**src/rtl/vh_stim_pkg.sv**
```systemverilog
// vh_stim_gen shared types: FSM state, operand field layout,
// LFSR width/step and the fixed corner-case vectors.
package vh_stim_pkg;

  localparam int LFSR_W = 60;
  localparam int NUM_CORNERS = 4;

  localparam int W_A0 = 4;
  localparam int W_A1 = 5;
  localparam int W_A2 = 6;
  localparam int W_A3 = 4;
  localparam int W_A4 = 5;
  localparam int W_A5 = 6;
  localparam int W_B0 = 4;
  localparam int W_B1 = 5;
  localparam int W_B2 = 6;
  localparam int W_B3 = 4;
  localparam int W_B4 = 5;
  localparam int W_B5 = 6;

  localparam int OFF_A0 = 56;
  localparam int OFF_A1 = 51;
  localparam int OFF_A2 = 45;
  localparam int OFF_A3 = 41;
  localparam int OFF_A4 = 36;
  localparam int OFF_A5 = 30;
  localparam int OFF_B0 = 26;
  localparam int OFF_B1 = 21;
  localparam int OFF_B2 = 15;
  localparam int OFF_B3 = 11;
  localparam int OFF_B4 = 6;
  localparam int OFF_B5 = 0;

  typedef enum logic [1:0] {
    ST_IDLE,
    ST_RUN,
    ST_DONE
  } vh_stim_state_e;

  // one operand half (x0..x5) with each field 0101.. from its LSB
  localparam logic [29:0] HALF_ALT = {
    4'h5, 5'h15, 6'h15, 4'h5, 5'h15, 6'h15
  };

  // one operand half with only each field's MSB set
  localparam logic [29:0] HALF_MSB = {
    4'h8, 5'h10, 6'h20, 4'h8, 5'h10, 6'h20
  };

  localparam logic [LFSR_W-1:0] CORNER_ZERO = '0;
  localparam logic [LFSR_W-1:0] CORNER_ONES = '1;
  localparam logic [LFSR_W-1:0] CORNER_ALT =
    {HALF_ALT, HALF_ALT};
  localparam logic [LFSR_W-1:0] CORNER_MSB =
    {HALF_MSB, HALF_MSB};

  // x^60 + x^59 + 1, Fibonacci form, shifting left
  function automatic logic [LFSR_W-1:0] lfsr_next(
    input logic [LFSR_W-1:0] s
  );
    lfsr_next = {s[LFSR_W-2:0], s[59] ^ s[58]};
  endfunction

  function automatic logic [LFSR_W-1:0] corner_vec(
    input logic [1:0] sel
  );
    corner_vec = CORNER_ZERO;
    unique case (sel)
      2'd0: corner_vec = CORNER_ZERO;
      2'd1: corner_vec = CORNER_ONES;
      2'd2: corner_vec = CORNER_ALT;
      2'd3: corner_vec = CORNER_MSB;
    endcase
  endfunction

endpackage

```
**src/rtl/vh_lfsr60.sv**
```systemverilog
// 60-bit maximal-length LFSR with synchronous load and step
// enable; load takes priority over step.
module vh_lfsr60
  import vh_stim_pkg::*;
#(
  parameter logic [LFSR_W-1:0] RST_VAL = 60'h1
) (
  input  logic              clk,
  input  logic              rst,
  input  logic              load,
  input  logic [LFSR_W-1:0] load_val,
  input  logic              step,
  output logic [LFSR_W-1:0] state
);

  // shift register: reset, load, or advance one step
  always_ff @(posedge clk) begin
    if (rst) begin
      state <= RST_VAL;
    end else if (load) begin
      state <= load_val;
    end else if (step) begin
      state <= lfsr_next(state);
    end
  end

endmodule

```
**src/rtl/vh_stim_gen.sv**
```systemverilog
// Operand vector source for vloghammer expression blocks.
// Define VH_STIM_CORNER_EN to prepend 4 fixed corner vectors.
module vh_stim_gen
  import vh_stim_pkg::*;
#(
  parameter int NUM_VECTORS = 256,
  parameter logic [LFSR_W-1:0] SEED = 60'h0F0F_1234_5678_9AB
) (
  input  logic               clk,
  input  logic               rst,
  input  logic               start,
  input  logic               ready,
  output logic               valid,
  output logic        [3:0]  a0,
  output logic        [4:0]  a1,
  output logic        [5:0]  a2,
  output logic signed [3:0]  a3,
  output logic signed [4:0]  a4,
  output logic signed [5:0]  a5,
  output logic        [3:0]  b0,
  output logic        [4:0]  b1,
  output logic        [5:0]  b2,
  output logic signed [3:0]  b3,
  output logic signed [4:0]  b4,
  output logic signed [5:0]  b5,
  output logic        [15:0] idx,
  output logic               busy,
  output logic               done
);

  // an all-zero state would lock the LFSR up
  localparam logic [LFSR_W-1:0] SEED_EFF =
    (SEED == '0) ? 60'h1 : SEED;

  localparam logic [15:0] LAST_IDX = 16'(NUM_VECTORS - 1);

  vh_stim_state_e    state;
  logic [LFSR_W-1:0] vec;
  logic [LFSR_W-1:0] lfsr_q;
  logic [LFSR_W-1:0] vec_first;
  logic [LFSR_W-1:0] vec_next;
  logic              launch;
  logic              hs;
  logic              lfsr_step;

  assign launch = start &&
                  (state == ST_IDLE || state == ST_DONE);
  assign hs     = (state == ST_RUN) && ready;

`ifdef VH_STIM_CORNER_EN
  // the LFSR only advances once its own output is on vec
  assign lfsr_step = hs && (idx >= 16'(NUM_CORNERS));
  assign vec_first = CORNER_ZERO;

  // corner patterns first, then SEED, then LFSR sequence
  always_comb begin
    vec_next = lfsr_next(lfsr_q);
    if (idx < 16'(NUM_CORNERS - 1)) begin
      vec_next = corner_vec(2'(idx[1:0] + 2'd1));
    end else if (idx == 16'(NUM_CORNERS - 1)) begin
      vec_next = lfsr_q;
    end
  end
`else
  assign lfsr_step = hs;
  assign vec_first = SEED_EFF;

  // lfsr_q always equals the vector currently on vec
  always_comb begin
    vec_next = lfsr_next(lfsr_q);
  end
`endif

  vh_lfsr60 #(
    .RST_VAL (SEED_EFF)
  ) u_lfsr (
    .clk      (clk),
    .rst      (rst),
    .load     (launch),
    .load_val (SEED_EFF),
    .step     (lfsr_step),
    .state    (lfsr_q)
  );

  // run control FSM with registered handshake/status outputs
  always_ff @(posedge clk) begin
    if (rst) begin
      state <= ST_IDLE;
      valid <= 1'b0;
      busy  <= 1'b0;
      done  <= 1'b0;
      idx   <= '0;
      vec   <= '0;
    end else begin
      unique case (state)
        ST_IDLE, ST_DONE: begin
          if (start) begin
            state <= ST_RUN;
            valid <= 1'b1;
            busy  <= 1'b1;
            done  <= 1'b0;
            idx   <= '0;
            vec   <= vec_first;
          end
        end
        ST_RUN: begin
          if (ready) begin
            idx <= idx + 16'd1;
            vec <= vec_next;
            if (idx == LAST_IDX) begin
              state <= ST_DONE;
              valid <= 1'b0;
              busy  <= 1'b0;
              done  <= 1'b1;
            end
          end
        end
        default: begin
          state <= ST_IDLE;
          valid <= 1'b0;
          busy  <= 1'b0;
          done  <= 1'b0;
        end
      endcase
    end
  end

  assign a0 = vec[OFF_A0 +: W_A0];
  assign a1 = vec[OFF_A1 +: W_A1];
  assign a2 = vec[OFF_A2 +: W_A2];
  assign a3 = $signed(vec[OFF_A3 +: W_A3]);
  assign a4 = $signed(vec[OFF_A4 +: W_A4]);
  assign a5 = $signed(vec[OFF_A5 +: W_A5]);
  assign b0 = vec[OFF_B0 +: W_B0];
  assign b1 = vec[OFF_B1 +: W_B1];
  assign b2 = vec[OFF_B2 +: W_B2];
  assign b3 = $signed(vec[OFF_B3 +: W_B3]);
  assign b4 = $signed(vec[OFF_B4 +: W_B4]);
  assign b5 = $signed(vec[OFF_B5 +: W_B5]);

endmodule

```
**config.mk**
```make
export PLATFORM = sky130hd
export DESIGN_NAME = vh_stim_gen
export DESIGN_NICKNAME = d
export VERILOG_FILES = /design/src/rtl/vh_stim_pkg.sv /design/src/rtl/vh_lfsr60.sv /design/src/rtl/vh_stim_gen.sv
export SDC_FILE = /design/constraint.sdc
export NUM_CORES = 1
export LEC_CHECK = 0
export BUFFER_PORTS_ARGS = -buffer_cell sky130_fd_sc_hd__buf_4
export CORE_MARGIN = 1.5
export CORE_UTILIZATION = 50
export CTS_CLUSTER_SIZE = 40
export DETAILED_ROUTE_END_ITERATION = 6
export GPL_TIMING_DRIVEN = 0
export PLACE_DENSITY = 0.71
export SLEW_MARGIN = 20
export SYNTH_ARGS = -nofsm -noshare
export SYNTH_HDL_FRONTEND = slang
export SYNTH_HIERARCHICAL = 1
export SYNTH_SLANG_ARGS = --single-unit
```
**constraint.sdc**
```tcl
create_clock -name clk -period 2.8 [get_ports clk]
set_clock_uncertainty 0.2 [all_clocks]
set_input_delay 0.56 -clock clk [delete_from_list [all_inputs] [get_ports clk]]
set_output_delay 0.56 -clock clk [all_outputs]
set_load 0.02 [all_outputs]
```
## Word-level counts from Yosys, hierarchy flattened

Index checks and enable logic that the tools add are counted.

- Register bits after elaboration: 140
- Input bits: 4
- Output and inout bits: 79
- Word-level logic and storage cells: 41

- Add/subtract/negate cells: 1
- Equality and inequality tests: 6
- Mux-type cells: 18
- Bitwise gates (word level): 1
- Reduce and logical (&&, ||, !) cells: 9

Operator list:

| kind | number |
|---|---|
| 2-to-1 mux 60 bit | 2 |
| case mux 60 bit (2 select lines) | 1 |
| 2-to-1 mux 16 bit | 2 |
| case mux 16 bit (2 select lines) | 1 |
| adder 16 x 1 -> 16 bit, second input constant | 1 |
| == test 16 x 8 -> 1 bit, second input constant | 1 |
| 2-to-1 mux 1 bit | 6 |
| 2-to-1 mux 2 bit | 3 |
| AND reduction 3 bit | 2 |
| != test 2 bit, second input constant | 2 |
| case mux 1 bit (2 select lines) | 2 |
| case mux 2 bit (2 select lines) | 1 |
| OR reduction 2 bit | 2 |
| == test 2 x 1 -> 1 bit, second input constant | 1 |
| == test 2 bit, second input constant | 1 |
| logical AND 1 bit | 2 |
| logical NOT 2 bit | 1 |
| != test 2 x 1 -> 1 bit, second input constant | 1 |
| nonzero test 2 bit | 1 |
| logical OR 1 bit | 1 |
| bitwise XOR 1 bit | 1 |

## Logic depth before layout (Yosys ltp)

Gate-level depths: netlist of the first run.

- Word-level depth: 4
- Depth in mapped cells: 10

## By module

Netlist of the first run, hierarchy kept.

By module, submodules not included:

| module | times used | cells each | area an instance (um^2) | seq. area each (um^2) |
|---|---|---|---|---|
| vh_stim_gen | 1 | 377 | 3083.0 | 1581.5 |
| vh_lfsr60 | 1 | 281 | 2899.0 | 1201.2 |

## Least setup slack after synthesis of the first run

OpenSTA, ideal clock, no wires.

- Path kind: input-to-reg
- From: input port ready
- To: register u_lfsr.state[10]
- Library setup time: 0.128 ns
- Arrival time: 2.035 ns
- Data required time: 2.472 ns
- Slack: 0.437 ns
- Stages: 10
- Buffers on the path: 5
- Cell sequence: nand3b_1 > buf_2 > inv_2 > buf_2 > buf_2 > buf_6 > buf_8 > mux2_4 > mux2i_1 > nor2_1

- Longest elaborated chain between the ends: 1

RTL lines:

| element | RTL line | source |
|---|---|---|
| start, declared | vh_stim_gen.sv:12 | `input logic ready,` |
| logical AND 1 bit | vh_stim_gen.sv:48 | `assign hs = (state == ST_RUN) && ready;` |
| named net hs | vh_stim_gen.sv:43 | `logic hs;` |
| end signal, assigned | vh_lfsr60.sv:21 | `state <= load_val;` |
| end signal, assigned | vh_lfsr60.sv:23 | `state <= lfsr_next(state);` |
| end, declared | vh_lfsr60.sv:13 | `output logic [LFSR_W-1:0] state` |

The timed path passes the listed nets, and every way through them passes these cells.
A chain may end at the register's enable or synchronous reset.

==> impl_metrics.toml, run 1 <==
[drt]
routedWlPerCell_um = 16.1
drtIter0Drc = 367
drc_errors = 6
firstDrtPassIters = 7
routed_via_density = 5.32
drtAntennaViolNets = 0
route.vias.total = 5171
wirelength_um = 15600

[clocking]
cts_root_buf = "clkbuf_16"
post-cts-setup-buffer-count = 0
cts_buffers = 17
cts_max_path_buffers = 2
cts.hold.buffers_added = 0
clk_pin_slew_ps = 60
ctsResizeCount = 0
clock_sinks = 139
clock_latency_ps = 430
htreeDepth = 4
cts_tree = "built"

[timing]
rsz0062_at_grt = "false"
setup_viol = 0
hold_violations = 0
fin_crit_sh = 0.940
worst_slew_pin_slew_ps = 777
fin_crit_ps = 2630
max_freq_mhz = 380
slew_viol_final = 0
timing.slew.headroom = 0.482
holdWs_ps = 189

[final_layout]
drive_above_1_share = 0.193
finalNonFillerCells = 972
areaGrowthSynthToFinish_pct = 26.5
fin_area_um2 = 7570
diodes = 0
fin_nets = 821

[logic_synthesis]
yosys-top-cells-area = "dfxtp_1, mux2i_1, a21oi_1, nor3_1, mux2_4"
synth_area_per_cell_um2 = 9.09
synth-main-ff-cell = "dfxtp_1"
yosys_register_bits = 139
synth_cells = 658
synth_common_cells = "dfxtp_1, a21oi_1, mux2i_1"
synthDominantCellAreaShare = 0.465
ys_seq_area_frac = 0.465
synthDistinctLibCells = 48
synth-edff-count = 0
yosys_warnings = 6
ys_async_sr_fraction = 0
synth.most_common_cell = "dfxtp_1"
synth_area_um2 = 5980
yosysTopAreaCell = "dfxtp_1"

[place]
portBuffers = 81
dpl_cell_area_um2 = 6990
dp_hpwl_um = 11100
dp_cells = 940
globalplace.congestion = 0.799

[worst_setup_path]
worstSetupPathType = "reg -> reg"
reg2reg_from = "done$_SDFFE_PP0P_"
critical_path_required_ps = 2900
start_kind = "register"
startpoint = "done$_SDFFE_PP0P_"
cp.arrival_ps = 2730
worstPathMaxFanout = 10
crit_path_end_kind = "register"

[global_routing]
met1_usage = 0.314
groute.layer.met3.usage = 0.0535
grt_overflow = 0
grt_busiest_layer = "met2"
grt_pass1_vias = 4956
grt_first_pass_wirelength_um = 25000
use_met2 = 0.443
grt_max_degree = 17
grt_usage = 0.257
antenna_found_initial = 0

[power_and_ir_drop]
peakVddDrop_mv = 0.406
p_leak_nw = 3.07
p_per_area_nw_per_um2 = 694

[floorplanning]
core-area_um2 = 11600
die-width_um = 112
design.die.area_um2 = 12600
rows = 39
fp.dieH_um = 112
initial_utilization = 0.517
ios = 83

[status]
violations = "DRC"
status = "finished, violations left"

[run]
maxCapViolCount = 0

[min_path]
worstHoldStart = "start"
hold_class = "in -> reg"
-- per-layer routing --
layer	wire (um)	part of all wire	vias up
li1	-	-	2568
met1	7050	0.45	2456
met2	7590	0.49	123
met3	648	0.042	24
met4	322	0.021	0
met5	0	0	-
-- critical path, cell delays in order, from the launching register on --
cell      delay [ps]
dfxtp_1          350
nand3b_1         210
buf_2            250
inv_2            130
buf_2            250
clkbuf_4         260
buf_6            160
buf_8            170
mux2_4           310
mux2i_1          140
nor2_1            50
-- through the flow --
| step | util | setup slack [ps] | setup TNS [ps] | power [mW] |
|---|---|---|---|---|
| floorplan | - | 437 | 0 | 2.82 |
| global placement | 0.604 | -26.4 | -172 | 3.06 |
| detailed placement | 0.604 | -54.6 | -467 | 3.09 |
| CTS | 0.654 | 140 | 0 | 5.26 |
| global route | 0.654 | 6.60 | 0 | 5.44 |
| finish | 0.654 | 168 | 0 | 5.25 |
-- flip-flops by register name, indices dropped and copies added, names as in the netlist --
register and cells:
done 1, vec 60, state 1, busy 1
u_lfsr/state 60, idx 16
-- path summary, 6_finish.rpt --
| path | endpoint | slack, ps | cells past startpoint |
|---|---|---|---|
| hold / removal | busy$_SDFFE_PP0P_ | 190 | 3 |
| setup reg to reg | u_lfsr/state[14]$_SDFFE_PP0P_ | 170 | 10 |
| hold reg to reg | vec[35]$_SDFFE_PP0P_ | 270 | 2 |
| setup / recovery | u_lfsr/state[14]$_SDFFE_PP0P_ | 170 | 10 |
-- cells in the final DEF, fill, tap and decap left out, types with 23 or more instances in the layout --
cell type,Yosys,layout
buf_4,2,83
mux2i_1,60,60
dfxtp_1,139,139
nor3b_1,28,28
conb_1,2,60
clkbuf_1,28,29
nand3_1,38,38
o21ai_0,23,23
nor3_1,55,55
nor2_1,57,57
a21oi_1,67,67
nand2_1,53,53
-- power breakdown --
| group | total (mW) | internal (mW) | switching (mW) |
|---|---|---|---|
| combinational | 0.815 | 0.348 | 0.466 |
| sequential | 2.24 | 2.13 | 0.114 |
| clock | 2.19 | 1.35 | 0.846 |
| total | 5.25 | 3.82 | 1.43 |
-- cell families after synthesis --
logic type / Yosys count / share of synthesized area
AND/OR/NAND/NOR: 267 / 0.223
flip-flops: 139 / 0.465
AO/OA/AOI/OAI: 103 / 0.0943
multiplexers: 77 / 0.142
buffers and inverters: 59 / 0.0573
XOR/XNOR: 10 / 0.0146
other: 2 / 0.00126
adder cells (fa/ha/maj): 1 / 0.00209
-- final cells by class --
class	instances	area, um^2
Fill cell	1007	4000
Multi-Input combinational cell	518	3070
Sequential cell	139	2780
Timing Repair Buffer	81	608
Clock buffer	20	457
Buffer	55	330
Tap cell	143	179
Clock inverter	12	123
Inverter	4	15.0
Note: power is estimated with default switching activity, not from simulation.
==> run 2, diff against run 1 <==
Settings changed: BUFFER_PORTS_ARGS -buffer_cell sky130_fd_sc_hd__buf_4 to not set, DONT_BUFFER_PORTS set to 1, MAX_ROUTING_LAYER set to met4, PLACE_DENSITY 0.71 to 0.65.
==> run 2 against run 1 <==
  * The run still ends with DRC left
  * Critical path depth down 1
  * Sequential power up 4%
  * Die area unchanged
  * Critical path type unchanged
==> impl_metrics.toml, run 2 (same netlist as run 1, synthesis figures left out) <==
[timing]
rsz0062_at_grt = "true"
max_freq_mhz = 378
setup_viol = 0
fin_crit_sh = 0.946
fin_crit_ps = 2650
timing.slew.headroom = 0.588
worst_slew_pin_slew_ps = 618
slew_viol_final = 0
hold_violations = 0

[final_layout]
final_cell_mix = "dfxtp_1, a21oi_1, mux2i_1, conb_1, nor2_1"
seq_area_um2 = 2780
drive_above_1_share = 0.102
top_regs = "u_lfsr/state: 60 flops, vec: 60 flops, idx: 16 flops"
multi_input_area_um2 = 3070
fin_area_um2 = 7010
areaGrowthSynthToFinish_pct = 17.2
diodes = 0
final_common_cell = "dfxtp_1"
fillCellCount = 1036
fin_nets = 739

[power_and_ir_drop]
power_mw = 5.34
peakVddDrop_mv = 0.417
p_per_area_nw_per_um2 = 762
p_leak_nw = 2.68

[drt]
routedWlPerCell_um = 17.0
routed_via_density = 5.45
route.vias.total = 4850
drtAntennaViolNets = 0
wirelength_um = 15200
firstDrtPassIters = 7
drc_errors = 7
drtIter0Drc = 260

[clocking]
htreeDepth = 4
clk_pin_slew_ps = 60
cts_tree = "built"
cts_max_path_buffers = 2
cts_root_buf = "clkbuf_16"
clock_latency_ps = 420
clock_sinks = 139
cts.hold.buffers_added = 0
post-cts-setup-buffer-count = 0
cts_buffers = 17

[place]
dpl_cell_area_um2 = 6380
globalplace.congestion = 0.827
dp_hpwl_um = 10700
portBuffers = 0

[worst_setup_path]
cp.arrival_ps = 2730
critical_path_required_ps = 2880
endpoint = "u_lfsr/state[28]$_SDFFE_PP0P_"
worstSetupPathType = "reg -> reg"
r2r_slack_ps = 150
start_kind = "register"
max_stage_delay_ps = 410
crit_path_end_kind = "register"
reg2regPathDepth = 9
reg2reg_from = "done$_SDFFE_PP0P_"
crit_slowest_cell = "dfxtp_1"
worstPathMaxFanout = 15
startpoint = "done$_SDFFE_PP0P_"
path_cells = "nand3b_1, buf_2, inv_2, clkbuf_4, buf_6, buf_8, mux2_4, mux2i_1, nor2_1"
rr_endpoint = "u_lfsr/state[28]$_SDFFE_PP0P_"

[status]
status = "finished, violations left"
violations = "DRC"

[min_path]
hold_depth = 2
hold_class = "in -> reg"

[floorplanning]
rows = 39
core-area_um2 = 11600
design.die.area_um2 = 12600
die-width_um = 112
ios = 83
initial_utilization = 0.517
fp.dieH_um = 112

[run]
maxCapViolCount = 0

[global_routing]
grt_max_degree = 17
grt_usage = 0.255
grt_pass1_vias = 4684
antenna_found_initial = 0
grt_overflow = 0
grt_first_pass_wirelength_um = 24100
-- run 2: critical path, delay by kind of cell (launching register included) --
family / cells / cell delay (ps)
muxes: 2 / 450
DFF: 1 / 410
buffers and inverters: 5 / 1120
and+or+nand+nor: 2 / 310
-- run 2: report_power, final --
part / switching (mW) / internal (mW)
sequential: 0.209 / 2.13
combinational: 0.348 / 0.261
clock: 0.809 / 1.58
total: 1.37 / 3.97
-- run 2: layout make-up --
cell class,count,area share
Tap cell,143,0.0255
Clock buffer,25,0.0707
Multi-Input combinational cell,518,0.439
Inverter,4,0.00214
Clock inverter,7,0.0193
Sequential cell,139,0.397
Buffer,54,0.0466
-- run 2: worst min-delay path by stage --
| stage | from | end |
|---|---|---|
| global route | start | busy$_SDFFE_PP0P_ |
| CTS | start | busy$_SDFFE_PP0P_ |
| finish | start | busy$_SDFFE_PP0P_ |
| global placement | u_lfsr/state[35]$_SDFFE_PP0P_ | vec[36]$_SDFFE_PP0P_ |
| detailed placement | u_lfsr/state[37]$_SDFFE_PP1P_ | vec[38]$_SDFFE_PP0P_ |
| floorplan | u_lfsr/state[57]$_SDFFE_PP0P_ | vec[58]$_SDFFE_PP0P_ |
-- run 2: per-layer routing --
layer / share of wire / global-route usage
met2: 0.48 / 0.407
met5: 0 / -
met3: 0.052 / 0.0599
met1: 0.44 / 0.313
met4: 0.020 / 0.0987
-- run 2: what timing repair did --
| item | 4_1_cts | 5_1_grt |
|---|---|---|
| endpoints found under the hold margin | 0 | 0 |
| endpoints found under the setup margin | 0 | 40 |
| resized for setup | 0 | 4 |
-- run 2: per-stage QoR --
stage	util	hold slack, ps	setup slack [ps]	TNS (ps)	cells
2_1_floorplan	-	239	437	0	716
3_3_place_gp	0.552	267	15.4	0	859
3_5_place_dp	0.552	265	-1.32	-1.32	859
4_1_cts	0.606	65.1	26.0	0	891
5_1_grt	0.606	132	-9.23	-9.23	890
6_report	0.606	81.7	152	0	890
==> run 3, diff against run 2 <==
Settings changed: PLACE_DENSITY 0.65 to not set, SYNTH_HIERARCHICAL 1 to not set.
==> run 3 against run 2 <==
  * Combinational power fell by 50%
  * Cell count fell by 18%
  * Synthesized cell count fell by 13%
  * Non-clock buffer count fell by 14
  * Register-to-register slack improved by 520 ps
  * Largest cell class is now registers
  * Design area fell by 20%
  * Critical endpoint is now idx[15]$_SDFFE_PP0P_
  * Clock-buffer cell count fell by 6
  * The run now ends clean
==> impl_metrics.toml, run 3 <==
[global_routing]
antenna_found_initial = 0
grt_pass1_vias = 3709
grt_first_pass_wirelength_um = 18800
grt_usage = 0.247
grt_max_degree = 17
grt_overflow = 0

[logic_synthesis]
yosys-top-cells-area = "dfxtp_1, nand2_1, nor2_1, a21oi_1, o21ai_0"
yosysTopAreaCell = "dfxtp_1"
yosys_warnings = 0
yosys_register_bits = 140
synth_area_per_cell_um2 = 8.41
synth-edff-count = 0
synthDistinctLibCells = 32
synth_common_cells = "dfxtp_1, nand2_1, nor2_1"
synth-main-ff-cell = "dfxtp_1"
synth_cells = 571
synth_area_um2 = 4800
synthesis.nets = 576
ys_seq_area_frac = 0.584
ys_async_sr_fraction = 0
synth.most_common_cell = "dfxtp_1"
synthDominantCellAreaShare = 0.584

[power_and_ir_drop]
p_leak_nw = 2.08
power_mw = 4.90
peakVddDrop_mv = 0.383
p_per_area_nw_per_um2 = 876

[min_path]
hold_depth = 3
min_to = "state[1]$_SDFFE_PP0P_"
hold_class = "in -> reg"
worstHoldStart = "start"

[worst_setup_path]
startpoint = "idx[5]$_SDFFE_PP0P_"
rr_endpoint = "idx[15]$_SDFFE_PP0P_"
worstSetupPathType = "reg -> reg"
reg2regPathDepth = 5
start_kind = "register"
worstPathMaxFanout = 7
critical_path_required_ps = 3050
crit_path_end_kind = "register"
r2r_slack_ps = 670
reg2reg_from = "idx[5]$_SDFFE_PP0P_"
cp.arrival_ps = 2370

[clocking]
cts_tree = "built"
ctsResizeCount = 0
clk_pin_slew_ps = 60
htreeDepth = 4
cts_root_buf = "clkbuf_8"
cts_max_path_buffers = 2
cts_buffers = 17
cts.hold.buffers_added = 0
clock_latency_ps = 520
post-cts-setup-buffer-count = 0
clock_sinks = 140

[timing]
rsz0062_at_grt = "false"
max_freq_mhz = 470
fin_crit_sh = 0.760
worst_slew_pin_slew_ps = 664
timing.slew.headroom = 0.556
holdWs_ps = 57.6
fin_crit_ps = 2130
setup_viol = 0
slew_viol_final = 0
tns_ps = 0
hold_violations = 0

[drt]
wl_met1_um = 5100
drtIter0Drc = 167
firstDrtPassIters = 5
wl_met3_um = 743
top_layer = "met4"
routed_via_density = 5.39
drtAntennaViolNets = 0
route.vias.total = 3943
routedWlPerCell_um = 15.7
drc_errors = 0
routed-wl-met2_um = 5510
wirelength_um = 11500

[run]
maxCapViolCount = 0

[floorplanning]
rows = 35
fp.dieH_um = 101
initial_utilization = 0.517
ios = 83
die-width_um = 101
core-area_um2 = 9280
design.die.area_um2 = 10200

[final_layout]
drive_above_1_share = 0.0781
final_cell_mix = "dfxtp_1, nand2_1, nor2_1"
top_regs = "u_lfsr.state: 60 flops, vec: 60 flops, idx: 16 flops"
fillCellCount = 877
seq_area_um2 = 2800
areaGrowthSynthToFinish_pct = 16.4
multi_input_area_um2 = 1820
final_common_cell = "dfxtp_1"
diodes = 0
fin_nets = 595

[place]
portBuffers = 0
dp_hpwl_um = 7830
globalplace.congestion = 0.882

[status]
status = "finished clean"
## run 3: changes by cell type in the layout (fill, tap and decap cells not counted), sizes merged, moves of 6 or more
cell,before,now
a21oi,67,73
clkbuf,54,44
mux2i,60,0
nor2b,15,2
mux2,17,0
nand2,53,104
nor2,58,98
nor3,55,29
o21ai,23,36
nand3,38,3
buf,25,15
nor3b,28,0
conb,60,0
## run 3: cells by family after synthesis
group,Yosys count,share of synthesized area
buffers and inverters,41,0.0370
adders and majority gates,1,0.00261
and+or+nand+nor,260,0.228
DFF,140,0.584
AOI/OAI and AO/OA,122,0.135
xor gates and xnor gates,7,0.0128
## run 3: worst max path at each step
| stage | slack, ps | end |
|---|---|---|
| after floorplan | 870 | idx[9]$_SDFFE_PP0P_ |
| after global placement | 540 | u_lfsr.state[41]$_SDFFE_PP0P_ |
| after detailed placement | 470 | u_lfsr.state[50]$_SDFFE_PP0P_ |
| after CTS | 700 | vec[27]$_SDFFE_PP0P_ |
| after global routing | 530 | vec[34]$_SDFFE_PP0P_ |
| final | 670 | idx[15]$_SDFFE_PP0P_ |
## run 3: metal layers
metal | track usage | vias to the layer above
met1 | 0.300 | 1884
met4 | 0.0801 | 0
met3 | 0.0728 | 14
met5 | - | -
li1 | - | 1946
met2 | 0.397 | 99
## run 3: layout make-up
type / instances / area share
Clock buffer: 19 / 0.0791
Tap cell: 129 / 0.0289
Inverter: 1 / 0.000672
Clock inverter: 12 / 0.0327
Multi-Input combinational cell: 390 / 0.326
Buffer: 40 / 0.0311
Sequential cell: 140 / 0.502
## run 3: stage by stage
step / utilization / instances / cell area, um^2 / setup slack (ps)
floorplan: - / 571 / 4800 / 869
global placement: 0.534 / 700 / 4960 / 535
detailed placement: 0.534 / 700 / 4960 / 472
CTS: 0.602 / 731 / 5590 / 698
global route: 0.602 / 731 / 5590 / 528
finish: 0.602 / 731 / 5590 / 673
## run 3: power by group
group	leakage (nW)	total (mW)	internal, mW	switching, mW
clock	0.309	2.36	1.50	0.861
combinational	0.624	0.303	0.0887	0.214
sequential	1.14	2.23	2.09	0.145
total	2.08	4.90	3.68	1.22
## run 3: critical path, cell delays in order (launching register included)
cell and delay [ps]:
dfxtp_1 520, and3_1 210, clkbuf_1 270, nand3_1 200, or4_1 510, a21oi_1 150
